**config.mk**
```make
export PLATFORM = sky130hd
export DESIGN_NAME = fft_controller
export DESIGN_NICKNAME = d
export VERILOG_FILES = /design/src/rtl/fft_controller.sv
export SDC_FILE = /design/constraint.sdc
export NUM_CORES = 1
export LEC_CHECK = 0
export BUFFER_PORTS_ARGS = -buffer_cell sky130_fd_sc_hd__clkbuf_2
export CAP_MARGIN = 30
export CELL_PAD_IN_SITES_DETAIL_PLACEMENT = 0
export CELL_PAD_IN_SITES_GLOBAL_PLACEMENT = 1
export CORE_MARGIN = 4
export CORE_UTILIZATION = 45
export DETAILED_ROUTE_END_ITERATION = 10
export PLACE_DENSITY_LB_ADDON = 0.25
export SLEW_MARGIN = 20
export SYNTH_ARGS = -nofsm -noshare
export SYNTH_HDL_FRONTEND = slang
export SYNTH_SLANG_ARGS = --single-unit
```
**constraint.sdc**
```tcl
create_clock -name clk -period 8.03 [get_ports clk]
set_clock_uncertainty 0.15 [all_clocks]
set_input_delay 1.606 -clock clk [delete_from_list [all_inputs] [get_ports clk]]
set_output_delay 1.606 -clock clk [all_outputs]
set_load 0.1 [all_outputs]
```
**src/rtl/fft_controller.sv**
```systemverilog
// Address/strobe sequencer for an in-place radix-2 FFT on a dual-port BRAM:
// bit-reversed load, AW butterfly stages with write-back delay, natural-order unload.
module fft_controller #(
  parameter int N = 256,
  parameter int BF_LAT = 3,
  localparam int AW = $clog2(N)
) (
  input  logic          clk,
  input  logic          rstn,
  input  logic          start_i,
  input  logic          dready_i,
  input  logic          dl_busy_i,
  output logic          busy_o,
  output logic          fft_ready_o,
  output logic          fft_done_o,
  output logic          rd_en_o,
  output logic [AW-1:0] rd_addr_x0_o,
  output logic [AW-1:0] rd_addr_x1_o,
  output logic          wr_en_o,
  output logic [AW-1:0] wr_addr_x0_o,
  output logic [AW-1:0] wr_addr_x1_o,
  output logic          load_sel_o,
  output logic [AW-2:0] twiddle_addr_o,
  output logic [3:0]    state_o
);
  localparam int SW = (AW > 1) ? $clog2(AW) : 1;
  localparam int BW = AW - 1;
  localparam int CW = AW + 1;
  localparam logic [CW-1:0] N_CNT      = CW'(N);
  localparam logic [CW-1:0] LOAD_LAST  = CW'(N - 1);
  localparam logic [BW-1:0] BF_LAST    = BW'(N / 2 - 1);
  localparam logic [SW-1:0] STAGE_LAST = SW'(AW - 1);
  localparam logic [2:0]    DRAIN_LAST = 3'(BF_LAT - 1);

  typedef enum logic [3:0] {
    IDLE    = 4'd0,
    LOAD    = 4'd1,
    COMPUTE = 4'd2,
    DRAIN   = 4'd3,
    UNLOAD  = 4'd4,
    DONE    = 4'd5
  } state_t;

  state_t        state_q, state_d;
  logic          armed_q, armed_d;
  logic [CW-1:0] load_cnt_q, load_cnt_d, out_cnt_q, out_cnt_d;
  logic [BW-1:0] bf_q, bf_d;
  logic [SW-1:0] stage_q, stage_d;
  logic [2:0]    drain_q, drain_d;

  logic          busy_q, busy_d, ready_q, ready_d, done_q, done_d;
  logic          rd_en_q, rd_en_d, wr_en_q, wr_en_d, load_sel_q, load_sel_d;
  logic [AW-1:0] rd_a0_q, rd_a0_d, rd_a1_q, rd_a1_d;
  logic [AW-1:0] wr_a0_q, wr_a0_d, wr_a1_q, wr_a1_d;
  logic [BW-1:0] tw_q, tw_d;

  logic          pipe_v_q  [BF_LAT];
  logic [AW-1:0] pipe_a0_q [BF_LAT];
  logic [AW-1:0] pipe_a1_q [BF_LAT];

  logic          cmp_issue;
  logic [AW-1:0] bf_ext, span, pos, cmp_a0, cmp_a1, load_rev;
  logic [BW-1:0] cmp_tw;

  // Butterfly pair addressing for the current (stage, bf) and bit-reversed load address.
  always_comb begin
    bf_ext = {1'b0, bf_q};
    span   = AW'(1) << stage_q;
    pos    = bf_ext & (span - AW'(1));
    cmp_a0 = (((bf_ext >> stage_q) << stage_q) << 1) | pos;
    cmp_a1 = cmp_a0 + span;
    cmp_tw = BW'(pos << (STAGE_LAST - stage_q));
    for (int i = 0; i < AW; i++) load_rev[i] = load_cnt_q[AW-1-i];
  end

  // dready_i and dl_busy_i are sampled on every rising edge: a LOAD write (or UNLOAD read)
  // is issued on the edge where dready_i=1 (dl_busy_i=0) and shows on the outputs next cycle.
  always_comb begin
    state_d    = state_q;
    armed_d    = start_i ? armed_q : 1'b1;
    load_cnt_d = load_cnt_q;
    out_cnt_d  = out_cnt_q;
    bf_d       = bf_q;
    stage_d    = stage_q;
    drain_d    = drain_q;
    ready_d    = rd_en_q && (state_q == UNLOAD);
    done_d     = 1'b0;
    rd_en_d    = 1'b0;
    rd_a0_d    = '0;
    rd_a1_d    = '0;
    tw_d       = '0;
    wr_en_d    = pipe_v_q[BF_LAT-1];
    wr_a0_d    = pipe_a0_q[BF_LAT-1];
    wr_a1_d    = pipe_a1_q[BF_LAT-1];
    load_sel_d = 1'b0;
    cmp_issue  = 1'b0;
    case (state_q)
      IDLE: begin
        if (start_i && armed_q) begin
          state_d    = LOAD;
          armed_d    = 1'b0;
          load_cnt_d = '0;
        end
      end
      LOAD: begin
        if (dready_i) begin
          wr_en_d    = 1'b1;
          wr_a0_d    = load_rev;
          wr_a1_d    = '0;
          load_sel_d = 1'b1;
          load_cnt_d = load_cnt_q + CW'(1);
          if (load_cnt_q == LOAD_LAST) begin
            state_d = COMPUTE;
            stage_d = '0;
            bf_d    = '0;
          end
        end
      end
      COMPUTE: begin
        rd_en_d   = 1'b1;
        rd_a0_d   = cmp_a0;
        rd_a1_d   = cmp_a1;
        tw_d      = cmp_tw;
        cmp_issue = 1'b1;
        if (bf_q == BF_LAST) begin
          state_d = DRAIN;
          drain_d = '0;
        end else begin
          bf_d = bf_q + BW'(1);
        end
      end
      DRAIN: begin
        if (drain_q == DRAIN_LAST) begin
          if (stage_q == STAGE_LAST) begin
            state_d   = UNLOAD;
            out_cnt_d = '0;
          end else begin
            state_d = COMPUTE;
            stage_d = stage_q + SW'(1);
            bf_d    = '0;
          end
        end else begin
          drain_d = drain_q + 3'd1;
        end
      end
      UNLOAD: begin
        if (!dl_busy_i && out_cnt_q < N_CNT) begin
          rd_en_d   = 1'b1;
          rd_a0_d   = out_cnt_q[AW-1:0];
          out_cnt_d = out_cnt_q + CW'(1);
        end
        // Leave once the last sample has been presented and nothing is still in flight.
        if (out_cnt_q == N_CNT && ready_q && !rd_en_q) begin
          state_d = DONE;
          done_d  = 1'b1;
        end
      end
      DONE:    state_d = IDLE;
      default: state_d = IDLE;
    endcase
    busy_d = (state_d != IDLE);
  end

  always_ff @(posedge clk or negedge rstn) begin
    if (!rstn) begin
      state_q    <= IDLE;
      armed_q    <= 1'b1;
      load_cnt_q <= '0;
      out_cnt_q  <= '0;
      bf_q       <= '0;
      stage_q    <= '0;
      drain_q    <= '0;
      busy_q     <= 1'b0;
      ready_q    <= 1'b0;
      done_q     <= 1'b0;
      rd_en_q    <= 1'b0;
      rd_a0_q    <= '0;
      rd_a1_q    <= '0;
      tw_q       <= '0;
      wr_en_q    <= 1'b0;
      wr_a0_q    <= '0;
      wr_a1_q    <= '0;
      load_sel_q <= 1'b0;
      for (int i = 0; i < BF_LAT; i++) begin
        pipe_v_q[i]  <= 1'b0;
        pipe_a0_q[i] <= '0;
        pipe_a1_q[i] <= '0;
      end
    end else begin
      state_q    <= state_d;
      armed_q    <= armed_d;
      load_cnt_q <= load_cnt_d;
      out_cnt_q  <= out_cnt_d;
      bf_q       <= bf_d;
      stage_q    <= stage_d;
      drain_q    <= drain_d;
      busy_q     <= busy_d;
      ready_q    <= ready_d;
      done_q     <= done_d;
      rd_en_q    <= rd_en_d;
      rd_a0_q    <= rd_a0_d;
      rd_a1_q    <= rd_a1_d;
      tw_q       <= tw_d;
      wr_en_q    <= wr_en_d;
      wr_a0_q    <= wr_a0_d;
      wr_a1_q    <= wr_a1_d;
      load_sel_q <= load_sel_d;
      // pipe slot 0 is aligned with rd_en_o; the write strobe is registered from the last slot.
      pipe_v_q[0]  <= cmp_issue;
      pipe_a0_q[0] <= cmp_a0;
      pipe_a1_q[0] <= cmp_a1;
      for (int i = 1; i < BF_LAT; i++) begin
        pipe_v_q[i]  <= pipe_v_q[i-1];
        pipe_a0_q[i] <= pipe_a0_q[i-1];
        pipe_a1_q[i] <= pipe_a1_q[i-1];
      end
    end
  end

  assign state_o        = state_q;
  assign busy_o         = busy_q;
  assign fft_ready_o    = ready_q;
  assign fft_done_o     = done_q;
  assign rd_en_o        = rd_en_q;
  assign rd_addr_x0_o   = rd_a0_q;
  assign rd_addr_x1_o   = rd_a1_q;
  assign twiddle_addr_o = tw_q;
  assign wr_en_o        = wr_en_q;
  assign wr_addr_x0_o   = wr_a0_q;
  assign wr_addr_x1_o   = wr_a1_q;
  assign load_sel_o     = load_sel_q;
endmodule

```
==> impl_metrics.env, run 1 <==
export IMPL_status="completed"
export IMPL_fillers=994
export IMPL_cts_buffer_depth=2
export IMPL_startpoint_type="flop"
export IMPL_remaining_drc_errors=0
export IMPL_fin_util_pct=55.66
export IMPL_timing_rr_end="pipe_a1_q[23]"
export IMPL_cp_required_ps=8170
export IMPL_area_growth_pct=18.83
export IMPL_min_from="pipe_a0_q[11]"
export IMPL_yosys_area_top_type="dfrtp_1"
export IMPL_wl_microns=11800
export IMPL_avgSynthCellArea_sq_um=11.06
export IMPL_start_util_pct=46.84
export IMPL_p_leak_nw=3.232
export IMPL_fmax_mhz=246.3
export IMPL_worstPathArrival_ps=4200
export IMPL_hold_violations=0
export IMPL_endpoint_kind="flop"
export IMPL_reg2reg_depth=11
export IMPL_grt_max_degree=55
export IMPL_htree_levels=4
export IMPL_dieWidth_microns=118.2
export IMPL_layout_commonest_cell="dfrtp_1"
export IMPL_final_cell_mix="131 x dfrtp_1, 66 x nand2_1, 52 x clkbuf_2, 34 x nor2_1, 33 x o21ai_0"
export IMPL_min_path_cells=0
export IMPL_cts_buffers=17
export IMPL_maxCapViolations=0
export IMPL_crit_start="stage_q[0]"
export IMPL_drt_iter0_drc=398
export IMPL_cts_setup_buffers=0
export IMPL_multi_input_area_sq_um=2006
export IMPL_async_flop_share_pct=100.0
export IMPL_ys_seq_elements=132
export IMPL_hold_path_end="pipe_a0_q[3]"
export IMPL_grt_pass1_vias=3867
export IMPL_cts_tree="built"
export IMPL_grt_pass1_wl_microns=19980
export IMPL_insertion_delay_ps=420
export IMPL_timing_slew_headroom_pct=42.29
export IMPL_drive_above_1_share_pct=16.96
export IMPL_ios=54
export IMPL_layout_area_seq_sq_um=3304
export IMPL_peakVddDrop_mv=0.1216
export IMPL_fin_crit_sh_pct=50.56
export IMPL_gp_congestion=0.8940
export IMPL_tightest_slew_ps=865.7
export IMPL_fin_crit_ps=4060
export IMPL_final_setup_viol_count=0
export IMPL_die_y_microns=118.2
export IMPL_vias_per_cell=5.340
export IMPL_rsz0062_at_grt="false"
export IMPL_grt_ovfl_total=0
export IMPL_cts_resized=0
export IMPL_antenna_left=0
export IMPL_r2r_setup_slack_ps=3970
export IMPL_row_count=39
export IMPL_synthFlopType="dfrtp_1"
export IMPL_num_vias=3786
export IMPL_n_antenna_cell=0
export IMPL_maxSlewViolCount=0
export IMPL_rr_startpoint="stage_q[0]"
export IMPL_dieArea_sq_um=13970
export IMPL_fin_nets=578
export IMPL_synth_edf_count=0
export IMPL_drt_first_pass_iters=5
export IMPL_critPathKind="reg -> reg"
export IMPL_synth_cells=494
export IMPL_yosysTopAreaCellShare_pct=60.01
export IMPL_drt_wirelength_per_cell_microns=16.65
export IMPL_clkTransAtPathRegs_ps=60
export IMPL_yosysWarnings=0
export IMPL_root_buffer="clkbuf_16"
export IMPL_hold_class="reg -> reg"
export IMPL_cellPowerDensity_nw_per_um2=241.0
export IMPL_netlist_area_sq_um=5463
export IMPL_ys_seq_area_share_pct=60.49
export IMPL_crit_fanout=16
export IMPL_io_buffers=53
export IMPL_grt_usage_pct=18.28
export IMPL_postCtsHoldBufs=0
export IMPL_dp_hpwl_microns=8342
export IMPL_core_area_sq_um=11660
export IMPL_synth_cell_types=60
export IMPL_antenna_found_initial=0
export IMPL_synth_top_cells_by_area="dfrtp_1 60%, ha_1 4.6%, nand2_1 4.5%"
export IMPL_numClockSinks=132
export IMPL_fin_tns_setup_ps=0
worst max-delay path, cell delays in order, from the launching register on:
cell and delay (ps):
dfrtp_1 670, inv_1 270, ha_1 410, o21a_1 220
o31ai_1 410, o21ai_0 290, ha_1 440, nand3_1 130
a211oi_2 260, o32ai_1 120, or3b_4 430, xnor2_1 140
synth_stat cells, types with 2 or more instances:
library cell,instances
dfrtp_1,131
nand2_1,66
nor2_1,34
o21ai_0,33
inv_1,24
ha_1,20
nand3_1,17
and2_1,15
a21oi_1,14
clkbuf_1,11
nor3_1,9
xnor2_1,9
a22o_1,8
nand2b_1,7
nand4_1,7
nor2b_1,6
buf_2,5
nor4_1,5
or3_1,5
mux2i_1,4
nor3b_1,4
o211ai_1,4
or2_2,4
xor2_1,4
o21a_1,3
o41ai_1,3
a31oi_1,2
and2_0,2
and3_1,2
mux2_2,2
o21bai_1,2
o22ai_1,2
o31ai_1,2
or3b_4,2
final cells by class:
type	count	share of cell area [%]
Sequential cell	132	50.91
Clock inverter	10	2.236
Tap cell	143	2.756
Inverter	24	1.388
Multi-Input combinational cell	323	30.90
Clock buffer	22	7.151
Timing Repair Buffer	55	4.665
layer usage:
metal | part of all wire, % | vias up | track usage [%]
li1 | - | 1825 | -
met4 | 1.3 | 0 | 6.740
met5 | 0 | - | 0
met2 | 46 | 92 | 27.83
met1 | 48 | 1854 | 25.13
met3 | 4.2 | 15 | 5.205
through the flow:
step	std cells	instance area, sq um	hold WS, ps	setup slack (ps)	total power, mW
6_report	709	6491	193.1	3970	1.564
5_1_grt	709	6491	199.7	3596	1.622
4_1_cts	709	6491	196.7	3984	1.577
3_5_place_dp	677	5882	184.7	4006	0.7851
3_3_place_gp	676	5854	181.4	4198	0.7817
2_1_floorplan	495	5466	181.2	4693	0.7557
sequential cells by signal, indices dropped and copies added, names as in the netlist:
signal and cells:
stage_q 3, pipe_v_q 3, rd_en_o 1, rd_addr_x1_o 8
bf_q 7, rd_addr_x0_o 8, pipe_a0_q 24, pipe_a1_q 24
load_cnt_q 9, twiddle_addr_o 7, wr_en_o 1, load_sel_o 1
drain_q 3, wr_addr_x1_o 8, busy_o 1, wr_addr_x0_o 8
fft_done_o 1, state_o 4, out_cnt_q 9, fft_ready_o 1
armed_q 1
cell families after synthesis:
logic type,Yosys count,synth area share [%]
compound gates,89,10.56
xor+xnor,14,2.497
fa+ha+maj,20,4.581
buf+inv,40,2.863
flops,132,60.49
mux,7,1.557
other cells,1,0.06865
simple gates,191,17.38
where the power goes:
group	total [mW]	switching (mW)	leakage (nW)	internal [mW]
combinational	0.0808	0.0642	1.14	0.0166
clock	0.792	0.285	0.292	0.507
sequential	0.691	0.0113	1.80	0.680
worst max path at each step:
stage / end / slack [ps]
global route: rd_addr_x1_o[7] / 3600
floorplan: pipe_a1_q[23] / 4690
finish: pipe_a1_q[23] / 3970
CTS: pipe_a1_q[23] / 3980
detailed placement: pipe_a1_q[23] / 4010
global placement: pipe_a1_q[23] / 4200
(Power assumes the default switching activity.)
==> run 2, diff against run 1 <==
Settings changed: CORE_UTILIZATION 45 to 42.
Clock period 8.03 ns to 3.3 ns, I/O delays scaled along.
==> impl_metrics.env, run 2 (synthesis gave the netlist of run 1 again) <==
export IMPL_numClockSinks=132
export IMPL_n_antenna_cell=0
export IMPL_fmax_mhz=317.0
export IMPL_endpoint_kind="flop"
export IMPL_dieWidth_microns=122.0
export IMPL_grt_max_degree=70
export IMPL_grt_use_met1_pct=23.30
export IMPL_final_setup_viol_count=0
export IMPL_cts_buffers=17
export IMPL_cp_required_ps=3440
export IMPL_startpoint_type="flop"
export IMPL_grt_ovfl_total=0
export IMPL_cellPowerDensity_nw_per_um2=568.5
export IMPL_core_area_sq_um=12670
export IMPL_row_count=41
export IMPL_crit_fanout=9
export IMPL_final_cell_mix="129 x dfrtp_1, 66 x nand2_1, 52 x clkbuf_2, 34 x nor2_1, 32 x o21ai_0"
export IMPL_worstPathArrival_ps=3290
export IMPL_fin_cells=759
export IMPL_layout_commonest_cell="dfrtp_1"
export IMPL_critPathKind="reg -> reg"
export IMPL_drt_first_pass_iters=4
export IMPL_cts_buffer_depth=2
export IMPL_total_power_mw=3.815
export IMPL_grt_util_met3_pct=5.014
export IMPL_use_met2_pct=25.10
export IMPL_insertion_delay_ps=410
export IMPL_status="completed"
export IMPL_antenna_found_initial=0
export IMPL_drt_wirelength_per_cell_microns=15.25
export IMPL_dp_cells=726
export IMPL_maxSlewViolCount=0
export IMPL_root_buffer="clkbuf_16"
export IMPL_path_cells="ha_1 > ha_2 > xnor2_1 > a21oi_1 > nand2b_1 > o21ai_1 > ha_1 > nand3_1 > a211oi_2 > o32ai_1 > or3b_4 > xnor2_1"
export IMPL_hold_violations=0
export IMPL_place_area_sq_um=6061
export IMPL_cp_slowest_stage_delay_ps=470
export IMPL_io_buffers=53
export IMPL_timing_slew_headroom_pct=43.01
export IMPL_fin_crit_sh_pct=95.61
export IMPL_fin_crit_ps=3155
export IMPL_grt_pass1_wl_microns=19380
export IMPL_wl_microns=11570
export IMPL_num_vias=3813
export IMPL_remaining_drc_errors=0
export IMPL_hold_class="in -> async"
export IMPL_area_growth_pct=22.84
export IMPL_antenna_left=0
export IMPL_grt_pass1_vias=3781
export IMPL_vias_per_cell=5.024
export IMPL_drt_iter0_drc=301
export IMPL_fillers=1141
export IMPL_dp_hpwl_microns=7992
export IMPL_maxCapViolations=0
export IMPL_stdcell_area_sq_um=6710
export IMPL_postCtsHoldBufs=0
export IMPL_die_y_microns=122.0
export IMPL_cpMaxStageDelayCell="dfrtp_2"
export IMPL_tightest_slew_ps=854.0
export IMPL_clkTransAtPathRegs_ps=60
export IMPL_start_util_pct=43.11
export IMPL_peakVddDrop_mv=0.3240
export IMPL_top_regs="pipe_a0_q x24, pipe_a1_q x24"
export IMPL_grt_usage_pct=17.08
export IMPL_whs_ps=53.27
export IMPL_gp_congestion=0.8954
export IMPL_fin_nets=599
export IMPL_p_leak_nw=3.333
export IMPL_drive_above_1_share_pct=21.81
export IMPL_htree_levels=4
export IMPL_ios=54
export IMPL_cts_tree="built"
export IMPL_dieArea_sq_um=14900
export IMPL_busiest_layer="met2"
run 2: per-layer routing:
metal,vias to the layer above,wire length (microns)
met5,-,0
met4,0,279
met3,23,486
met2,77,5322
met1,1845,5482
li1,1868,-
run 2: critical path, delay by kind of cell (launching register included):
| family | cells | cell delay [ps] |
|---|---|---|
| xor gates and xnor gates | 2 | 270 |
| DFF | 1 | 470 |
| adders and majority gates | 3 | 750 |
| and+or+nand+nor | 3 | 690 |
| AOI/OAI and AO/OA | 4 | 690 |
run 2: layout make-up:
type	instances	area [sq um]	area share (%)
Clock buffer	18	439.2	6.545
Clock inverter	14	177.7	2.648
Inverter	24	90.09	1.343
Multi-Input combinational cell	323	2028	30.23
Sequential cell	132	3307	49.28
Tap cell	172	215.2	3.207
Timing Repair Buffer	76	452.9	6.750
run 2: per-stage QoR:
step	setup TNS, ps	setup WS [ps]	util, %
CTS	0	21.80	52.70
finish	0	145.0	52.96
global placement	0	121.6	47.83
global route	-4.627	-4.627	52.96
detailed placement	0	36.12	47.83
floorplan	0	29.95	-
run 2: worst paths after layout:
check,slack [ps],endpoint,from,depth (start not counted)
max in group asynchronous,2180,armed_q,rstn,2
min in group clk,200,pipe_a1_q[9],pipe_a1_q[17],0
worst max register to register,150,pipe_a1_q[23],stage_q[1],12
worst min-delay path,50,pipe_a1_q[19],rstn,1
worst min register to register,200,pipe_a1_q[9],pipe_a1_q[17],0
worst max-delay path,150,pipe_a1_q[23],stage_q[1],12
run 2: power breakdown:
group | switching, mW | leakage (nW) | total, mW | internal [mW]
Sequential | 0.0246 | 1.79 | 1.68 | 1.65
Clock | 0.720 | 0.290 | 1.94 | 1.22
Combinational | 0.158 | 1.25 | 0.200 | 0.0425
run 2: what timing repair did:
action                     4_1_cts  5_1_grt
setup endpoints to repair        0        3
setup buffers                    0        1
hold endpoints to repair         0        0
resized for setup                0        9
==> run 3, diff against run 2 <==
Settings changed: CORE_UTILIZATION 42 to 45, SLEW_MARGIN 20 to default.
Clock period 3.3 ns to 4.1 ns, I/O delays scaled along.
==> impl_metrics.env, run 3 (synthesis gave the netlist of run 1 again) <==
export IMPL_rsz0062_at_grt="false"
export IMPL_layout_commonest_cell="dfrtp_1"
export IMPL_crit_fanout=12
export IMPL_wl_microns=11810
export IMPL_critPathKind="reg -> reg"
export IMPL_whs_ps=196.2
export IMPL_n_antenna_cell=0
export IMPL_peakVddDrop_mv=0.2978
export IMPL_min_path_cells=0
export IMPL_cts_setup_buffers=0
export IMPL_io_buffers=53
export IMPL_area_growth_pct=20.45
export IMPL_dp_hpwl_microns=8179
export IMPL_fin_crit_sh_pct=87.91
export IMPL_htree_levels=4
export IMPL_dieWidth_microns=118.2
export IMPL_pre_cts_ws_ps=532.7
export IMPL_hold_violations=0
export IMPL_final_cell_mix="131 x dfrtp_1, 66 x nand2_1, 52 x clkbuf_2, 34 x nor2_1, 33 x o21ai_0"
export IMPL_timing_slew_headroom_pct=48.05
export IMPL_grt_ovfl_total=0
export IMPL_cts_tree="built"
export IMPL_fin_nets=585
export IMPL_net_switching_power_mw=0.7317
export IMPL_fin_crit_ps=3604
export IMPL_place_area_sq_um=5927
export IMPL_startpoint_type="flop"
export IMPL_clkTransAtPathRegs_ps=60
export IMPL_drt_wirelength_per_cell_microns=16.50
export IMPL_internal_power_mw=2.446
export IMPL_stdcell_area_sq_um=6580
export IMPL_crit_start="stage_q[0]"
export IMPL_final_setup_viol_count=0
export IMPL_postCtsHoldBufs=0
export IMPL_timing_rr_end="pipe_a1_q[23]"
export IMPL_seq_power_share_pct=42.6
export IMPL_total_power_mw=3.177
export IMPL_fmax_mhz=277.4
export IMPL_insertion_delay_ps=430
export IMPL_finalWorstSetupSlack_ps=495.6
export IMPL_fin_tns_setup_ps=0
export IMPL_antenna_found_initial=0
export IMPL_p_leak_nw=3.286
export IMPL_cp_required_ps=4250
export IMPL_r2r_setup_slack_ps=500
export IMPL_p_sw_share_pct=23.03
export IMPL_min_from="pipe_a1_q[11]"
export IMPL_root_buffer="clkbuf_16"
export IMPL_cts_resized=0
export IMPL_row_count=39
export IMPL_grt_max_degree=70
export IMPL_worstPathArrival_ps=3760
export IMPL_rr_startpoint="stage_q[0]"
export IMPL_clkPwrFrac_pct=52.4
export IMPL_grt_usage_pct=18.00
export IMPL_remaining_drc_errors=0
export IMPL_cellPowerDensity_nw_per_um2=482.9
export IMPL_reg2reg_depth=12
export IMPL_die_y_microns=118.2
export IMPL_drive_above_1_share_pct=18.50
export IMPL_status="completed"
export IMPL_antenna_left=0
export IMPL_p_comb_share_pct=5.0
export IMPL_ios=54
export IMPL_cts_buffers=17
export IMPL_maxCapViolations=0
export IMPL_dieArea_sq_um=13970
export IMPL_cts_buffer_depth=2
export IMPL_core_area_sq_um=11660
export IMPL_vias_per_cell=5.330
export IMPL_num_vias=3816
export IMPL_grt_pass1_vias=3864
export IMPL_start_util_pct=46.84
export IMPL_drt_iter0_drc=382
export IMPL_top_regs="pipe_a0_q x24, pipe_a1_q x24"
export IMPL_tightest_slew_ps=779.3
export IMPL_numClockSinks=132
export IMPL_maxSlewViolCount=0
export IMPL_grt_pass1_wl_microns=19680
export IMPL_drt_first_pass_iters=4
export IMPL_hold_path_end="pipe_a1_q[3]"
export IMPL_hold_class="reg -> reg"
export IMPL_gp_congestion=0.8902
export IMPL_endpoint_kind="flop"
-- run 3: cell types whose count changed in the layout (fill, tap and decap cells not counted), moves of 2 or more --
cell        before  now
buf_4           23    9
ha_1            17   20
ha_2             3    0
bufinv_16        3    5
clkinvlp_4       4    2
dfrtp_1        129  131
dfrtp_2          2    0
-- run 3: worst max path at each step --
stage	endpoint	slack [ps]	cells after the start
after detailed placement	pipe_a1_q[23]	530	12
after global routing	pipe_a1_q[23]	210	12
after floorplan	pipe_a1_q[23]	760	14
after global placement	pipe_a1_q[23]	710	12
final	pipe_a1_q[23]	500	12
after CTS	pipe_a1_q[23]	520	12
-- run 3: routing by layer --
layer  global-route usage (%)  share of wire, %  up-vias
met1                    23.76                46     1884
li1                         -                 -     1828
met2                    27.72                47       87
met3                    5.349               5.0       17
met4                    7.839               1.7        0
met5                        0                 0        -
-- run 3: final cells by class --
cell class	instances	area, sq um
repair buffers	62	347.8
clock buffers	17	425.4
clock inverters	15	227.7
multi-input cells	323	2006
flip-flops and latches	132	3304
fillers	988	5082
well taps	143	178.9
inverters	24	90.09
-- run 3: critical path, cell delays in order (launching register included) --
cell	delay (ps)
dfrtp_1	480
inv_1	230
ha_1	450
xnor2_1	140
a21oi_1	190
nand2b_1	170
o21ai_0	230
ha_1	390
nand3_1	110
a211oi_2	260
o32ai_1	120
or3b_4	430
xnor2_1	130
-- run 3: power by group through the flow --
stage | sequential (mW) | combinational [mW] | clock (mW)
2_1_floorplan | 1.43 | 0.0484 | 0
3_3_place_gp | 1.37 | 0.159 | 0
3_5_place_dp | 1.38 | 0.162 | 0
4_1_cts | 1.35 | 0.163 | 1.68
5_1_grt | 1.36 | 0.175 | 1.74
6_report | 1.35 | 0.160 | 1.66
-- run 3: through the flow --
step	std cells	utilization, %
floorplan	495	-
finish	716	56.42
CTS	716	56.42
detailed placement	684	50.82
global placement	684	50.82
global route	716	56.42
